[src/rtl/alu_wb_buffer.sv]
// In-order result buffer between the integer ALU and the scoreboard writeback port.
// Optional ALU_WB_STALL_CNT_EN adds a saturating 32-bit writeback-stall counter (stall_cnt_o).
module alu_wb_buffer #(
  parameter int unsigned XLEN          = 64,
  parameter int unsigned TRANS_ID_BITS = 3,
  parameter int unsigned DEPTH         = 2
) (
  input  logic                       clk_i,
  input  logic                       rst_ni,
  input  logic                       flush_i,
  input  logic                       alu_valid_i,
  output logic                       alu_ready_o,
  input  logic [XLEN-1:0]            alu_result_i,
  input  logic [TRANS_ID_BITS-1:0]   alu_trans_id_i,
  input  logic                       alu_branch_res_i,
  output logic                       wb_valid_o,
  input  logic                       wb_ready_i,
  output logic [XLEN-1:0]            wb_result_o,
  output logic [TRANS_ID_BITS-1:0]   wb_trans_id_o,
  output logic                       wb_branch_res_o,
  output logic [$clog2(DEPTH):0]     count_o
`ifdef ALU_WB_STALL_CNT_EN
  ,output logic [31:0]               stall_cnt_o
`endif
);

  localparam int unsigned PW = $clog2(DEPTH);
  localparam int unsigned CW = PW + 1;

  logic [XLEN-1:0]          result_mem [DEPTH];
  logic [TRANS_ID_BITS-1:0] trans_id_mem [DEPTH];
  logic                     branch_mem [DEPTH];
  logic [PW-1:0]            rd_ptr;
  logic [PW-1:0]            wr_ptr;
  logic [CW-1:0]            count;
  logic                     push;
  logic                     pop;

  // Handshakes: a transfer happens on a rising edge where valid & ready are both high.
  // alu_ready_o comes from registered occupancy only, so a full buffer refuses a push
  // even in a cycle where the head is popped.
  assign alu_ready_o = (count != CW'(DEPTH));
  assign wb_valid_o  = (count != '0);
  assign push        = alu_valid_i & alu_ready_o;
  assign pop         = wb_valid_o & wb_ready_i;
  assign count_o     = count;

  always_ff @(posedge clk_i or negedge rst_ni) begin
    if (!rst_ni) begin
      rd_ptr <= '0;
      wr_ptr <= '0;
      count  <= '0;
      for (int i = 0; i < DEPTH; i++) begin
        result_mem[i]   <= '0;
        trans_id_mem[i] <= '0;
        branch_mem[i]   <= 1'b0;
      end
    end else if (flush_i) begin
      rd_ptr <= '0;
      wr_ptr <= '0;
      count  <= '0;
    end else begin
      if (push) begin
        result_mem[wr_ptr]   <= alu_result_i;
        trans_id_mem[wr_ptr] <= alu_trans_id_i;
        branch_mem[wr_ptr]   <= alu_branch_res_i;
        wr_ptr               <= wr_ptr + PW'(1);
      end
      if (pop) begin
        rd_ptr <= rd_ptr + PW'(1);
      end
      count <= count + CW'(push) - CW'(pop);
    end
  end

  // Empty buffer drives zeros rather than stale entry contents.
  always_comb begin
    wb_result_o     = '0;
    wb_trans_id_o   = '0;
    wb_branch_res_o = 1'b0;
    if (wb_valid_o) begin
      wb_result_o     = result_mem[rd_ptr];
      wb_trans_id_o   = trans_id_mem[rd_ptr];
      wb_branch_res_o = branch_mem[rd_ptr];
    end
  end

`ifdef ALU_WB_STALL_CNT_EN
  // Survives flush on purpose: it measures writeback back-pressure over the whole run.
  always_ff @(posedge clk_i or negedge rst_ni) begin
    if (!rst_ni) begin
      stall_cnt_o <= '0;
    end else if (wb_valid_o && !wb_ready_i && (stall_cnt_o != 32'hFFFF_FFFF)) begin
      stall_cnt_o <= stall_cnt_o + 32'd1;
    end
  end
`endif

endmodule

[config.mk]
export PLATFORM = sky130hd
export DESIGN_NAME = alu_wb_buffer
export DESIGN_NICKNAME = d
export VERILOG_FILES = /design/src/rtl/alu_wb_buffer.sv
export SDC_FILE = /design/constraint.sdc
export NUM_CORES = 1
export LEC_CHECK = 0
export BUFFER_PORTS_ARGS = -buffer_cell sky130_fd_sc_hd__buf_2
export CORE_MARGIN = 10
export CORE_UTILIZATION = 29
export CTS_BUF_LIST = sky130_fd_sc_hd__clkbuf_8
export DETAILED_ROUTE_END_ITERATION = 8
export PLACE_DENSITY_LB_ADDON = 0.12
export SLEW_MARGIN = 20
export SYNTH_ARGS = -nofsm -noshare
export SYNTH_HDL_FRONTEND = slang
export SYNTH_SLANG_ARGS = --single-unit
[constraint.sdc]
create_clock -name clk_i -period 4 [get_ports clk_i]
set_input_delay 0.4 -clock clk_i [delete_from_list [all_inputs] [get_ports clk_i]]
set_output_delay 0.4 -clock clk_i [all_outputs]
set_load 0.02 [all_outputs]
==> flow_metrics.py <==
metrics = {
    "status": {
        "outcome": "complete, no violations",
    },
    "power": {
        "p_int_uw": 3860,
        "p_seq_frac": 0.399,
        "p_leak_uw": 0.003530,
        "p_per_area_nw_per_um2": 819.6,
        "combPwrFrac": 0.434,
        "swShare": 0.3873,
        "netSwitchingPower_uw": 2440,
        "p_clk_frac": 0.168,
        "ir_worst_vdd_v": 0.0003400,
    },
    "critical_path": {
        "critPathCaptureType": "output port",
        "r2r-start": "count_o[1]",
        "cp_max_fo": 39,
        "startpoint_type": "flip-flop",
        "slowest_delay_ps": 820,
        "crit_chain": "buf_12, mux2i_1, nor2_1, buf_2",
        "cp-startpoint": "rd_ptr",
        "critPathBufInv": 2,
        "crit_family": "flip-flops",
        "crit_arrival_ps": 2160,
        "critical_path_class": "flip-flop to output port",
        "critical-path-slowest-cell": "dfrtp_4",
        "cp.required_ps": 3600,
    },
    "job": {
        "cap_violations": 0,
    },
    "timing": {
        "rsz0062_at_grt": "false",
        "hold_viol": 0,
        "worst_pin_slew_ps": 988.1,
        "hold_ws_ps": 6.891,
        "drv_slew": 0,
        "layout_setup_ws_ps": 1441,
        "fin_crit_ps": 2559,
        "finalSetupViolCount": 0,
        "timing.fmax_mhz": 390.7,
        "fin_worst_skew_ps": 11.54,
        "setup_tns_ps": 0,
        "post-route-period-util": 0.6398,
        "max_slew_margin": 0.3363,
    },
    "routing": {
        "vias": 4103,
        "via_per_inst": 4.569,
        "drc": 0,
        "ant_nets": 0,
        "firstDrtPassIters": 4,
        "wl_per_cell_um": 17.38,
        "routed_wl_mm": 15.61,
        "drt_iter0_drc": 79,
    },
    "cts": {
        "cts-resized-gates": 0,
        "hold_buffers": 0,
        "cts_tree": "yes",
        "cts.sinks": 140,
        "h-tree-depth": 4,
        "postCtsSetupRepairBufs": 0,
        "clock-root-buffer": "clkbuf_8",
        "clkTransAtPathRegs_ps": 70,
        "cts_buffer_depth": 2,
        "insertion_delay_ps": 440,
        "numCtsBuffers": 17,
    },
    "logic_synthesis": {
        "synthSimpleGateAreaFrac": 0.05247,
        "yosys.area_share.xor_xnor": 0.002793,
        "synth_nets": 539,
        "synth_top_area_frac": 0.5587,
        "muxShareOfSynthArea": 0.3528,
        "ys_ff_latch": 140,
        "synth.avg_cell_area_um2": 13.52,
        "synth_area_um2": 6271,
        "synthAdderAreaFrac": 0.003990,
        "yosys_warnings": 0,
        "synth_top_family_by_area": "multiplexers",
        "yosysSeqAreaShare": 0.5587,
        "synth_compound_area_frac": 0.002394,
        "synth_top_cell_by_area": "dfrtp_1",
        "ys_types": 23,
        "yosys-top-cells-area": "dfrtp_1, mux2_2, mux2i_1",
        "syn_inst": 464,
    },
    "floorplanning": {
        "io_pins": 145,
        "rows": 53,
        "die_area_um2": 27910,
        "die_h_um": 167.1,
        "core_um2": 21150,
        "start_util": 0.2964,
        "die_width_um": 167.1,
    },
    "placement": {
        "gp_congestion": 0.7239,
        "dp_cells": 863,
        "pre_cts_ws_ps": 1639,
        "dpl.hpwl_mm": 10.48,
        "port_buffers": 144,
    },
    "global_routing": {
        "globalRouteOverflowTotal": 0,
        "antenna_found_initial": 1,
        "grt_pass1_vias": 4616,
        "grt_start_max_net_pins": 83,
        "grt_pass1_wl_mm": 24.86,
        "globalRouteTotalUtil": 0.1114,
    },
    "cells_and_area": {
        "area_growth_pct": 22.59,
        "drive_gt1_frac": 0.4903,
        "nNetsFinal": 682,
        "fin_util": 0.3634,
        "fill_cells": 2091,
        "layoutNonFillerInstCount": 898,
    },
    "worst_hold_path": {
        "holdCritPathClass": "input pin to async pin",
    },
}
## placed cells by master (no fill, tap or decap), drive strengths merged, types with 3 or more instances in the layout
cell type,Yosys,final
mux2,136,136
buf,22,153
inv,5,8
nor2,71,71
dfrtp,140,140
clkinv,0,8
diode,0,3
mux2i,68,68
clkbuf,7,19
## cell families (layout without fill, tap and decap cells)
group | count (synthesis) | in the layout
multiplexers | 204 | 204
flip-flops | 140 | 140
AND/OR/NAND/NOR | 79 | 79
buffers and inverters | 34 | 190
AO/OA/AOI/OAI | 3 | 3
adder cells (fa/ha/maj) | 2 | 2
XOR/XNOR | 2 | 2
other | 0 | 3
## power by group through the flow
stage	clock, µW	sequential, µW	combinational [µW]
after floorplan	0	2380	2030
after global placement	0	2500	2760
after detailed placement	0	2550	2810
after CTS	1120	2520	2820
after global routing	1160	2600	3000
final	1060	2510	2730
## path summary, 6_finish.rpt
check	end	slack, ps	depth (start not counted)
setup / recovery	wb_trans_id_o[0]	1440	4
hold / removal	result_mem[6]	7	1
setup reg to reg	result_mem[90]	1780	4
hold reg to reg	result_mem[71]	490	1
max in group asynchronous	result_mem[35]	3030	2
min in group clk_i	result_mem[87]	190	2
## cell usage after synthesis, drive strengths merged
cell and number:
nor2b 2, clkbuf 7, xor2 2, mux2 136
o21ai 2, nor3 1, nor2 71, nand2 1
and2 1, buf 22, nor4 1, dfrtp 140
mux2i 68, a21oi 1, ha 2, or3 1
inv 5, nand4b 1
## state kept, by name, summed over array words and instances (netlist names)
name / count
trans_id_mem: 6
rd_ptr: 1
count_o: 2
branch_mem: 2
result_mem: 128
wr_ptr: 1
## through the flow
step | cell area [µm²] | power [µW]
floorplan | 6271 | 4407
global placement | 7317 | 5263
detailed placement | 7317 | 5357
CTS | 7680 | 6453
global route | 7680 | 6762
finish | 7687 | 6301
## cell type report
| class | instances | area (µm²) | share of cell area |
|---|---|---|---|
| Antenna cell | 3 | 7.507 | 0.0009766 |
| Clock buffer | 19 | 261.5 | 0.03402 |
| Clock inverter | 13 | 101.3 | 0.01318 |
| Inverter | 5 | 18.77 | 0.002441 |
| Multi-Input combinational cell | 290 | 2615 | 0.3402 |
| Sequential cell | 140 | 3507 | 0.4562 |
| Tap cell | 275 | 344.1 | 0.04476 |
| Timing Repair Buffer | 153 | 832.0 | 0.1082 |
## metal layers
layer | part of all wire | wire length (µm) | vias up | track usage
li1 | - | - | 1892 | -
met4 | 0.013 | 206 | 0 | 0.03551
met2 | 0.46 | 7184 | 109 | 0.1767
met1 | 0.46 | 7120 | 2090 | 0.1352
met3 | 0.070 | 1094 | 12 | 0.04448
met5 | 0 | 0 | - | 0
No activity file was read; power rests on OpenSTA's default activity.
